--- src/rtl/pc_sequencer.sv ---
// pc_sequencer: fetch-stage PC with prioritised redirects, halt FSM and a circular return-address stack.
module pc_sequencer #(
  parameter int WIDTH = 32,
  parameter int NREDIR = 2,
  parameter int RAS_DEPTH = 4,
  parameter int INC = 4,
  parameter int ALIGN_BITS = 2,
  parameter logic [WIDTH-1:0] RESET_PC = '0
) (
  input  logic                    CLK,
  input  logic                    nRST,
  input  logic                    en,
  input  logic                    halt,
  input  logic [NREDIR-1:0]       redir_valid,
  input  logic [NREDIR*WIDTH-1:0] redir_pc,
  input  logic                    call,
  input  logic                    ret,
  output logic [WIDTH-1:0]        pc,
  output logic                    halted,
  output logic                    ras_empty,
  output logic                    ras_full
);
  localparam int PW = $clog2(RAS_DEPTH);
  localparam logic [WIDTH-1:0] AMASK = {WIDTH{1'b1}} << ALIGN_BITS;
  typedef enum logic {RUN, HALTED} state_t;
  state_t state;
  logic [WIDTH-1:0] ras [RAS_DEPTH];
  logic [PW-1:0] ptr, top, ras_wa;
  logic [PW:0] cnt;
  logic redir_any, adv, pop, ras_we;
  logic [WIDTH-1:0] redir_tgt, seq_pc;
  // Scan high to low so the lowest set channel wins.
  always_comb begin
    redir_any = 1'b0;
    redir_tgt = '0;
    for (int i = NREDIR - 1; i >= 0; i--)
      if (redir_valid[i]) begin
        redir_any = 1'b1;
        redir_tgt = redir_pc[i*WIDTH +: WIDTH];
      end
  end
  assign seq_pc = (pc + WIDTH'(INC)) & AMASK;
  assign top = ptr - PW'(1);
  assign adv = state == RUN && !redir_any && en && !halt;
  assign pop = adv && ret && !ras_empty;
  assign ras_we = adv && call;
  assign ras_wa = pop ? top : ptr;
  assign halted = state == HALTED;
  assign ras_empty = cnt == '0;
  assign ras_full = cnt == (PW+1)'(RAS_DEPTH);
  always_ff @(posedge CLK or negedge nRST) begin
    if (!nRST) begin
      pc <= RESET_PC & AMASK;
      state <= RUN;
      ptr <= '0;
      cnt <= '0;
    end else if (state == RUN) begin
      if (redir_any) pc <= redir_tgt & AMASK;
      else if (en && halt) state <= HALTED;
      else if (en) begin
        pc <= pop ? ras[top] & AMASK : seq_pc;
        if (call && !pop) begin
          ptr <= ptr + PW'(1);
          cnt <= ras_full ? cnt : cnt + 1'b1;
        end else if (pop && !call) begin
          ptr <= top;
          cnt <= cnt - 1'b1;
        end
      end
    end
  end
  // Contents need no reset; a simultaneous call+ret replaces the popped top in place.
  always_ff @(posedge CLK)
    if (ras_we) ras[ras_wa] <= seq_pc;
endmodule

--- config.mk ---
export PLATFORM = sky130hd
export DESIGN_NAME = pc_sequencer
export DESIGN_NICKNAME = d
export VERILOG_FILES = /design/src/rtl/pc_sequencer.sv
export SDC_FILE = /design/constraint.sdc
export NUM_CORES = 1
export LEC_CHECK = 0
export CORE_AREA = 2 2 155 157
export DETAILED_ROUTE_END_ITERATION = 7
export DIE_AREA = 0 0 157 159
export DONT_BUFFER_PORTS = 1
export HOLD_SLACK_MARGIN = 0.05
export PLACE_DENSITY_LB_ADDON = 0.15
export SLEW_MARGIN = 20
export SYNTH_ARGS = -nofsm -noshare
export SYNTH_HDL_FRONTEND = slang
export SYNTH_SLANG_ARGS = --single-unit
--- constraint.sdc ---
create_clock -name CLK -period 4.7 [get_ports CLK]
set_input_delay 0.94 -clock CLK [delete_from_list [all_inputs] [get_ports CLK]]
set_output_delay 0.94 -clock CLK [all_outputs]
set_load 0.01 [all_outputs]
==> flow_metrics.py <==
metrics = {
    "detailed_routing": {
        "finalWirelength_um": 20580,
        "ant_nets": 0,
        "vias": 4677,
        "wl_per_cell_um": 24.21,
        "avgViaCountPerCell": 5.502,
        "drtIter0Drc": 435,
        "drc": 0,
        "first_pass_iters": 5,
    },
    "timing": {
        "max_slew_margin_pct": 26.43,
        "tns_ns": 0,
        "period_needed_ns": 3.375,
        "hold_viol_final": 0,
        "finalClockSkew_ns": 0.007919,
        "rsz0062_at_grt": "no",
        "finalCritPeriodShare_pct": 71.81,
        "tightest_slew_ns": 1.104,
        "fmax_ghz": 0.2963,
        "maxSlewViolCount": 0,
        "setup_ws_ns": 1.325,
        "hold_slack_ns": 0.2128,
        "setup_viol_count_final": 0,
    },
    "worst_setup_path": {
        "worstReg2RegEnd": "cnt[1]$_DFFE_PN0P_",
        "cp_top_family": "simple AND/OR/NAND/NOR gates",
        "max_stage_delay_ns": 0.63,
        "crit_buf_inv": 1,
        "r2r-start": "halted$_DFF_PN0_",
        "endpoint_kind": "flip-flop",
        "startpoint_type": "flip-flop",
        "crit_start": "halted$_DFF_PN0_",
        "arrival_ns": 3.68,
        "reg2regPathDepth": 7,
        "cp.required_ns": 5.01,
        "r2r_setup_slack_ns": 1.33,
        "path_cells": "or3b_1, nor3_2, inv_1, ha_1, nor3_1, a21boi_0, mux2_2",
        "worstSetupPathType": "reg -> reg",
        "critPathMaxFanout": 15,
        "cp_slowest_cell": "dfrtp_1",
    },
    "clocking": {
        "clk_pin_slew_worst_paths_ns": 0.06,
        "cts_resized": 0,
        "post_cts_buffers": 0,
        "cts_hold_buf": 0,
        "cts_tree": "yes",
        "root_buffer": "clkbuf_16",
        "clockBufferDepth": 2,
        "cts_buffers": 17,
        "clock_latency_ns": 0.42,
        "cts.sinks": 156,
        "htree_num_levels": 4,
    },
    "floorplanning": {
        "core_area_um2": 23190,
        "dieArea_um2": 24960,
        "pin_count": 107,
        "initial_core_util_pct": 31.58,
        "die_w_um": 157,
        "num_rows": 56,
        "fp.dieH_um": 159,
    },
    "logic_synthesis": {
        "synth_edf_count": 120,
        "synth_flop_cell": "edfxtp_1",
        "synthArstFlopShare_pct": 23.08,
        "ys_ff_latch": 156,
        "ys_top_cells_by_area": "edfxtp_1, dfrtp_1, mux4_2, xnor2_1, xor2_1",
        "synthCells": 521,
        "yosysUniqueCellTypes": 62,
        "netlist.area_leader.share_pct": 49.20,
        "avgSynthCellArea_um2": 14.06,
        "synth_top_area_cell": "edfxtp_1",
        "synth_warnings": 0,
        "seq_area_frac_synth_pct": 61.50,
        "synth_area_um2": 7325,
    },
    "grt": {
        "grt_max_degree": 37,
        "grt_pass1_vias": 4711,
        "overflow": 0,
        "antenna_found_initial": 0,
        "grt_pass1_wl_um": 29990,
        "globalRouteTotalUtil_pct": 16.66,
    },
    "final_layout": {
        "nFillCells": 2238,
        "multi_input_area_um2": 2678,
        "num_antenna_cells": 0,
        "fin_nets": 594,
        "drive_above_1_share_pct": 17.14,
        "syn_to_final_growth_pct": 12.73,
        "fin_util_pct": 35.60,
        "regArea_um2": 4506,
    },
    "placed_design": {
        "io_buffers": 0,
        "gp_congestion": 0.7439,
        "dp_slack_ns": 1.124,
        "hpwl_um": 13410,
    },
    "status": {
        "status": "finished clean",
    },
    "power": {
        "vdd_ir_drop_max_uv": 225.1,
        "power_density_nw_per_um2": 531.3,
        "power.leakage_nw": 2.628,
    },
    "flow_run": {
        "drv_cap": 0,
    },
    "hold_path": {
        "min_path_type": "in -> async",
    },
}
[registers in the layout, indices dropped and copies added, names as in the netlist]
name	count
ptr	2
pc	30
ras	120
halted	1
cnt	3
[Yosys cell counts, types with 6 or more instances]
library cell and n:
a221oi_1 11, xor2_1 16, a211o_1 6, o21ai_0 10, inv_1 10, buf_2 6, o22ai_1 10, xnor2_1 18
dfrtp_1 36, a22o_1 8, clkbuf_1 24, mux4_2 30, nor2_1 24, a222oi_1 8, nand4_1 6, nor4_1 8
o22a_1 11, edfxtp_1 120, a21oi_1 18, nand3_1 11, a31oi_1 12, nand2_1 37, nor3_1 10
[cells in the final DEF (no fill, tap or decap), types with 12 or more instances in the layout]
master and n:
nand2_1 37, dfrtp_1 35, a21oi_1 15, edfxtp_1 120, xnor2_1 18, nor2_1 22, mux4_2 30, clkbuf_16 17
a31oi_1 12, xor2_1 16
[per-layer routing]
layer  GRT usage [%]  vias up  routed length [µm]
li1                -     2081                   -
met1           21.64     2398                8573
met2           26.95      180               10030
met3           4.954       18                1638
met4           4.837        0                 334
met5               0        -                   0
[power breakdown]
| group | leakage, nW | internal (mW) | switching, mW |
|---|---|---|---|
| Sequential | 1.49 | 1.80 | 0.418 |
| Combinational | 0.880 | 0.384 | 0.503 |
| Clock | 0.256 | 0.724 | 0.561 |
| Total | 2.63 | 2.91 | 1.48 |
[final cells by class]
type                            instances  share of cell area (%)
Clock buffer                           17                   5.152
Multi-Input combinational cell        321                   32.43
Inverter                               11                  0.5001
Timing Repair Buffer                   11                   1.000
Tap cell                              319                   4.834
Clock inverter                         15                   1.515
Sequential cell                       156                   54.57
[cells by family (layout without fill, tap and decap cells)]
logic type,after synthesis,in the layout,synth area share (%)
AO/OA/AOI/OAI,122,122,12.42
XOR/XNOR,34,34,4.066
adder cells (fa/ha/maj),4,4,0.6833
buffers and inverters,45,54,2.528
flip-flops,156,156,61.50
multiplexers,33,33,9.669
other,1,2,0.05120
AND/OR/NAND/NOR,126,126,9.088
[worst max path at each step]
stage | slack, ns | depth (start not counted) | end
after floorplan | 1.18 | 5 | ras[1][0]$_DFFE_PP_
after global placement | 1.15 | 7 | cnt[1]$_DFFE_PN0P_
after detailed placement | 1.12 | 7 | cnt[1]$_DFFE_PN0P_
after CTS | 1.30 | 7 | cnt[1]$_DFFE_PN0P_
after global routing | 1.06 | 7 | cnt[1]$_DFFE_PN0P_
final | 1.33 | 7 | cnt[1]$_DFFE_PN0P_
[metrics by stage]
step           area, µm²  std cells  total power [mW]
2_1_floorplan       7328        522             2.801
3_3_place_gp        7706        818             3.096
3_5_place_dp        7706        818             3.136
4_1_cts             8257        850             4.422
5_1_grt             8257        850             4.611
6_report            8257        850             4.387
Power figures use the tool's default switching activity.
